### src/rtl/mm_pkg.sv
// Shared types and constants for the mm operand feeder: stream widths, FSM states
// and the beats-per-operand-set helper.
package mm_pkg;

  localparam int AXIS_DW = 32;
  localparam int AXIS_KW = 4;

  typedef enum logic [1:0] {IDLE, SEND, DONE} feeder_state_t;

  function automatic int beats_per_set(input int m, input int d_w);
    return (2 * m * m) / (AXIS_DW / d_w);
  endfunction

endpackage

### src/rtl/mm_feeder_ram.sv
// Staging store for one A/B operand set: one synchronous element write port and an
// asynchronous read that returns a whole 32-bit beat. No reset, so contents persist.
module mm_feeder_ram
  import mm_pkg::*;
#(
  parameter int M   = 4,
  parameter int D_W = 8,
  localparam int DEPTH = 2 * M * M,
  localparam int AW    = $clog2(DEPTH),
  localparam int EPW   = AXIS_DW / D_W,
  localparam int NW    = beats_per_set(M, D_W),
  localparam int WW    = (NW > 1) ? $clog2(NW) : 1
) (
  input  logic               fclk,
  input  logic               i_we,
  input  logic [AW-1:0]      i_waddr,
  input  logic [D_W-1:0]     i_wdata,
  input  logic [WW-1:0]      i_raddr,
  output logic [AXIS_DW-1:0] o_rdata
);

  logic [D_W-1:0] r_mem [DEPTH];

  always_ff @(posedge fclk) begin
    if (i_we) begin
      r_mem[i_waddr] <= i_wdata;
    end
  end

  // Lane k of word w is element w*EPW+k, lowest address in the LSBs.
  for (genvar k = 0; k < EPW; k++) begin : g_lane
    assign o_rdata[D_W*k +: D_W] = r_mem[AW'(int'(i_raddr) * EPW + k)];
  end

endmodule

### src/rtl/mm_axis_feeder.sv
// AXI4-Stream transmitter for one staged mm operand set; beat 0 valid the cycle after start,
// no bubbles under tready=1, beats held while stalled. Optional MM_FEEDER_STALL_CNT_EN stall counter.
module mm_axis_feeder
  import mm_pkg::*;
#(
  parameter int M       = 4,
  parameter int D_W     = 8,
  parameter int STALL_W = 16
) (
  input  logic                      fclk,
  input  logic                      rst,
  input  logic                      ld_en,
  input  logic [$clog2(2*M*M)-1:0]  ld_addr,
  input  logic [D_W-1:0]            ld_data,
  input  logic                      start,
  output logic                      busy,
  output logic                      done,
  output logic [AXIS_DW-1:0]        m_axis_tdata,
  output logic [AXIS_KW-1:0]        m_axis_tkeep,
  output logic                      m_axis_tlast,
  output logic                      m_axis_tvalid,
  input  logic                      m_axis_tready,
  output logic [STALL_W-1:0]        stall_cnt
);

  localparam int EPW = AXIS_DW / D_W;
  localparam int NW  = beats_per_set(M, D_W);
  localparam int WW  = (NW > 1) ? $clog2(NW) : 1;

  feeder_state_t      r_state;
  logic [WW-1:0]      r_idx;
  logic [AXIS_DW-1:0] r_tdata;
  logic               r_tlast;
  logic               r_tvalid;
  logic               r_busy;
  logic               r_done;

  logic               w_wr;
  logic               w_hs;
  logic               w_last_idx;
  logic [WW-1:0]      w_rd_idx;
  logic [AXIS_DW-1:0] w_rd_word;
  logic [AXIS_DW-1:0] w_beat;

  assign w_wr       = ld_en && (r_state == IDLE);
  assign w_hs       = r_tvalid && m_axis_tready;
  assign w_last_idx = (r_idx == WW'(NW - 1));
  assign w_rd_idx   = ((r_state == SEND) && !w_last_idx) ? r_idx + WW'(1) : '0;

  mm_feeder_ram #(
    .M   (M),
    .D_W (D_W)
  ) u_ram (
    .fclk    (fclk),
    .i_we    (w_wr),
    .i_waddr (ld_addr),
    .i_wdata (ld_data),
    .i_raddr (w_rd_idx),
    .o_rdata (w_rd_word)
  );

  // A write landing on the same edge as start must appear in beat 0, so forward it.
  always_comb begin
    w_beat = w_rd_word;
    if (w_wr && ((int'(ld_addr) / EPW) == int'(w_rd_idx))) begin
      w_beat[D_W*(int'(ld_addr) % EPW) +: D_W] = ld_data;
    end
  end

  always_ff @(posedge fclk) begin
    if (rst) begin
      r_state  <= IDLE;
      r_idx    <= '0;
      r_tdata  <= '0;
      r_tlast  <= 1'b0;
      r_tvalid <= 1'b0;
      r_busy   <= 1'b0;
      r_done   <= 1'b0;
    end else begin
      case (r_state)
        IDLE: begin
          if (start) begin
            r_state  <= SEND;
            r_idx    <= '0;
            r_tdata  <= w_beat;
            r_tlast  <= (NW == 1);
            r_tvalid <= 1'b1;
            r_busy   <= 1'b1;
          end
        end
        SEND: begin
          if (w_hs) begin
            if (w_last_idx) begin
              r_state  <= DONE;
              r_tvalid <= 1'b0;
              r_tlast  <= 1'b0;
              r_done   <= 1'b1;
            end else begin
              r_idx   <= w_rd_idx;
              r_tdata <= w_beat;
              r_tlast <= (w_rd_idx == WW'(NW - 1));
            end
          end
        end
        DONE: begin
          r_state <= IDLE;
          r_done  <= 1'b0;
          r_busy  <= 1'b0;
        end
        default: r_state <= IDLE;
      endcase
    end
  end

  assign busy          = r_busy;
  assign done          = r_done;
  assign m_axis_tdata  = r_tdata;
  assign m_axis_tkeep  = '1;
  assign m_axis_tlast  = r_tlast;
  assign m_axis_tvalid = r_tvalid;

`ifdef MM_FEEDER_STALL_CNT_EN
  logic [STALL_W-1:0] r_stall;

  always_ff @(posedge fclk) begin
    if (rst) begin
      r_stall <= '0;
    end else if ((r_state == IDLE) && start) begin
      r_stall <= '0;
    end else if (r_tvalid && !m_axis_tready && (r_stall != '1)) begin
      r_stall <= r_stall + STALL_W'(1);
    end
  end

  assign stall_cnt = r_stall;
`else
  assign stall_cnt = '0;
`endif

endmodule

### config.mk
export PLATFORM = sky130hd
export DESIGN_NAME = mm_axis_feeder
export DESIGN_NICKNAME = d
export VERILOG_FILES = /design/src/rtl/mm_pkg.sv /design/src/rtl/mm_feeder_ram.sv /design/src/rtl/mm_axis_feeder.sv
export SDC_FILE = /design/constraint.sdc
export NUM_CORES = 1
export LEC_CHECK = 0
export CAP_MARGIN = 20
export CORE_ASPECT_RATIO = 1.4
export CORE_UTILIZATION = 40
export CTS_BUF_LIST = sky130_fd_sc_hd__clkbuf_8
export DETAILED_ROUTE_END_ITERATION = 6
export GPL_TIMING_DRIVEN = 1
export PLACE_DENSITY_LB_ADDON = 0.1
export SETUP_SLACK_MARGIN = 0.02
export SKIP_CTS_REPAIR_TIMING = 1
export SLEW_MARGIN = 20
export SYNTH_ARGS = -nofsm -noshare
export SYNTH_HDL_FRONTEND = slang
export SYNTH_SLANG_ARGS = --single-unit
### constraint.sdc
create_clock -name fclk -period 2.7 [get_ports fclk]
set_input_delay 0.675 -clock fclk [delete_from_list [all_inputs] [get_ports fclk]]
set_output_delay 0.675 -clock fclk [all_outputs]
set_load 0.02 [all_outputs]
==> run_results.csv, run 1 <==
group,metric,value,unit
placed_design,dp_hpwl,19930,um
die,io_pins,74,
cts,tritoncts,"built",
die,die_height,207.5,um
sta,postLayoutSetupSlackWorst,-9.472,ps
layout,final_cells,1494,
sta,timing.final.crit_share,1.004,
detailed_routing,via_count,7920,
logic_synthesis,synthCells,908,
sta,timing.hold.ws,454.3,ps
placed_design,place_inst,1402,
layout,proportion_of_layout_cells_with_a_drive_suffix_above_1,0.1914,
sta,max_freq,369.1,MHz
detailed_routing,drc,0,
logic_synthesis,synth_area_per_cell,13.29,um2
logic_synthesis,postSynth.topFlopCell,"edfxtp_1",
critical_path,timing.rr.start,"r_idx[0]$_SDFFE_PP0P_",
die,core_footprint,0.02944,mm2
cts,cts-root-to-sink-buffers,3,
sta,worst_clock_skew,21.75,ps
cts,clock_tree.htree_level_count,2,
logic_synthesis,ys_types,48,
cts,clkSinkCount,297,
global_routing,antenna_violations_before_repair,1,
logic_synthesis,asyncSetResetFlopFracSynth,0,
pwr,total_power,9.693,mW
pwr,static-leakage-power,5.289,nW
logic_synthesis,synth_area,0.01206,mm2
critical_path,worst-r2r-cell-count,8,
global_routing,grt_max_degree,53,
die,floorplan.initialDensity,0.4097,
logic_synthesis,yosys_warnings,0,
critical_path,critical-path-max-stage-delay,560,ps
critical_path,critPathLaunchType,"register",
die,placementRows,74,
critical_path,r2r_end,"m_axis_tdata[4]$_SDFFE_PP0P_",
min_path,holdPathEnd,"m_axis_tdata[28]$_SDFFE_PP0P_",
detailed_routing,routed_wirelength,31920,um
cts,cts-root-buf,"clkbuf_8",
logic_synthesis,synth_seq_cells,297,
min_path,hold-path-cell-count,2,
pwr,ir_worst_vdd,0.0003610,V
critical_path,critical-path-slowest-cell,"or4b_4",
sta,worst_max_slew_margin_expressed_relative_to_the_limit,0.4773,
global_routing,vias_in_the_first_global_route,7949,
critical_path,worst_setup_path_end_kind,"register",
global_routing,grt.total_usage,0.2115,
placed_design,placement.io_buffers,53,
sta,rsz0062_at_grt,"yes",
layout,fin_nets,1100,
die,die_w,148.8,um
logic_synthesis,synth.largest_area_cell,"edfxtp_1",
detailed_routing,wl_per_cell,21.37,um
logic_synthesis,synth-edff-count,256,
min_path,hold_path.startpoint,"m_axis_tdata[28]$_SDFFE_PP0P_",
critical_path,cp.arrival,3190,ps
pwr,pwr_cell_area,646.0,mW/mm2
detailed_routing,post_drt_via_cell_ratio,5.301,
critical_path,worst-setup-path-type,"reg2reg",
job,drv_cap,0,
cts,clkTransAtPathRegs,60,ps
layout,final_design_area_no_fill,0.01501,mm2
sta,finalMaxSlewViolations,0,
critical_path,ff2ff_setup_slack,-9,ps
placed_design,dpl-instance-area,0.01387,mm2
cts,clock_latency,570,ps
placed_design,detailedPlace.worstSlack,-183.8,ps
sta,layout_min_cycle_time,2709,ps
critical_path,worst-endpoint-required,3180,ps
sta,timing.final.setup_violations,4,
logic_synthesis,synth-seq-area-share,0.7052,
outcome,violations,"negative setup slack",
cts,cts_inserted_buffers,47,
outcome,status,"finished with violations",
logic_synthesis,synth_top_area_frac,0.6372,
detailed_routing,drt_first_iter_violations,468,
layout,nFillCells,2619,
sta,worst-slew-pin-transition,781.6,ps
global_routing,globalRouteOverflowTotal,0,
detailed_routing,ant_nets,0,
sta,hold_viol,0,
die,total_die_area,0.03087,mm2
logic_synthesis,post_synth_main_area_contributors,"edfxtp_1 64%, dfxtp_1 6.8%, nand2_1 5.6%, mux2i_1 3.9%, a21oi_1 3.5%",
critical_path,worstPathCellList,"ha_4 > ha_4 > or4b_4 > xnor2_2 > or4_4 > or4_4 > buf_12 > o221ai_4",
placed_design,gp_congestion,0.7968,
min_path,worstHoldPathType,"reg2reg",
layout,area_delta_synth_final,24.38,%
detailed_routing,drt_pre_antenna_iters,4,
global_routing,grt_pass1_wl,48290,um
critical_path,critPathMaxFanout,8,
[power by group]
group / leakage, nW / internal [mW] / switching, mW
clock: 0.562 / 2.12 / 1.72
sequential: 2.64 / 5.04 / 0.0371
combinational: 2.09 / 0.300 / 0.475
[layer usage]
layer | vias up | routed length, um | GRT usage
met4 | 0 | 854 | 0.06756
met3 | 51 | 1433 | 0.03604
met2 | 192 | 16570 | 0.3682
met5 | - | 0 | 0
met1 | 3946 | 13060 | 0.2650
li1 | 3731 | - | -
[how the worst max path moves through the flow]
stage	startpoint	endpoint	slack, ps	depth (start not counted)
6_report	r_idx[0]$_SDFFE_PP0P_	m_axis_tdata[4]$_SDFFE_PP0P_	-9	8
5_1_grt	r_idx[0]$_SDFFE_PP0P_	m_axis_tdata[4]$_SDFFE_PP0P_	-80	8
4_1_cts	r_idx[0]$_SDFFE_PP0P_	m_axis_tdata[5]$_SDFFE_PP0P_	-80	8
3_5_place_dp	ld_en	m_axis_tdata[5]$_SDFFE_PP0P_	-180	7
3_3_place_gp	ld_en	m_axis_tdata[5]$_SDFFE_PP0P_	-140	7
2_1_floorplan	r_idx[0]$_SDFFE_PP0P_	m_axis_tdata[0]$_SDFFE_PP0P_	20	9
[placed cells by master, fill, tap and decap left out, types with 4 or more instances in the layout]
cell type / count
o221ai_2: 7
a22oi_1: 4
o31ai_1: 23
conb_1: 20
o221ai_1: 14
nor2_1: 44
clkdlybuf4s50_1: 53
clkbuf_8: 58
nand3_1: 15
buf_12: 16
a2111oi_2: 8
nand2_1: 181
clkinv_1: 9
buf_4: 101
a2111oi_0: 11
nand2b_1: 4
dfxtp_1: 40
inv_1: 31
mux2i_1: 47
edfxtp_1: 256
a32oi_1: 24
ha_1: 5
a21oi_1: 84
[flip-flops by register name, summed over array words and instances, names as in the netlist]
name           cells
r_state            2
busy               1
m_axis_tvalid      1
m_axis_tdata      32
m_axis_tlast       1
r_idx              3
done               1
u_ram.r_mem      256
[cell usage after synthesis, types with 3 or more instances]
| cell type | number |
|---|---|
| xnor2_1 | 3 |
| a2111oi_0 | 22 |
| buf_1 | 3 |
| nand2_1 | 181 |
| o221ai_1 | 14 |
| a21oi_1 | 84 |
| edfxtp_1 | 256 |
| o21ai_0 | 3 |
| a22oi_1 | 4 |
| clkinv_1 | 3 |
| buf_2 | 16 |
| a32oi_1 | 24 |
| ha_1 | 7 |
| clkbuf_1 | 31 |
| a311oi_1 | 3 |
| nand2b_1 | 4 |
| o2111ai_1 | 3 |
| nand3_1 | 15 |
| buf_4 | 22 |
| nor2_1 | 45 |
| nor3b_1 | 3 |
| o31ai_1 | 23 |
| nand3b_1 | 3 |
| o221ai_2 | 8 |
| inv_1 | 13 |
| dfxtp_1 | 41 |
| mux2i_1 | 47 |
[cells by family after synthesis]
logic type | Yosys count | share of synthesized area
adders and majority gates | 7 | 0.007260
other | 2 | 0.0006225
and+or+nand+nor | 270 | 0.09511
xor gates and xnor gates | 3 | 0.002178
buffers and inverters | 89 | 0.03682
AOI/OAI and AO/OA | 193 | 0.1138
DFF | 297 | 0.7052
muxes | 47 | 0.03900
[critical path, delay by kind of cell, from the launching register on]
| family | cells | cell delay, ps |
|---|---|---|
| simple gates | 3 | 1480 |
| flops | 1 | 340 |
| fa+ha+maj | 2 | 320 |
| xor+xnor | 1 | 160 |
| buf+inv | 1 | 160 |
| compound gates | 1 | 150 |
[stage by stage]
| step | util | TNS [ps] |
|---|---|---|
| floorplan | - | 0 |
| global placement | 0.4710 | -2200 |
| detailed placement | 0.4710 | -3174 |
| CTS | 0.5037 | -681.2 |
| global route | 0.5096 | -506.5 |
| finish | 0.5096 | -21.55 |
[layout make-up]
cell class	count	area, um2	share of cell area
Antenna cell	1	2.502	0.0001668
Clock buffer	58	798.3	0.05320
Clock inverter	29	165.2	0.01101
Inverter	16	60.06	0.004002
Multi-Input combinational cell	540	3317	0.2210
Sequential cell	297	8509	0.5671
Tap cell	380	475.5	0.03169
Timing Repair Buffer	173	1678	0.1118
Note: power is estimated with default switching activity, not from simulation.
==> run 2: changes to the inputs <==
Settings changed: GPL_ROUTABILITY_DRIVEN set to 0, GPL_TIMING_DRIVEN 1 to not set.
==> results of run 2 <==
Final layout, timing and power as in run 1 (identical DEF).
==> run 3: changes to the inputs <==
Settings changed: CAP_MARGIN 20 to 10.
==> results of run 3 <==
Final layout, timing and power as in run 1 (identical DEF).
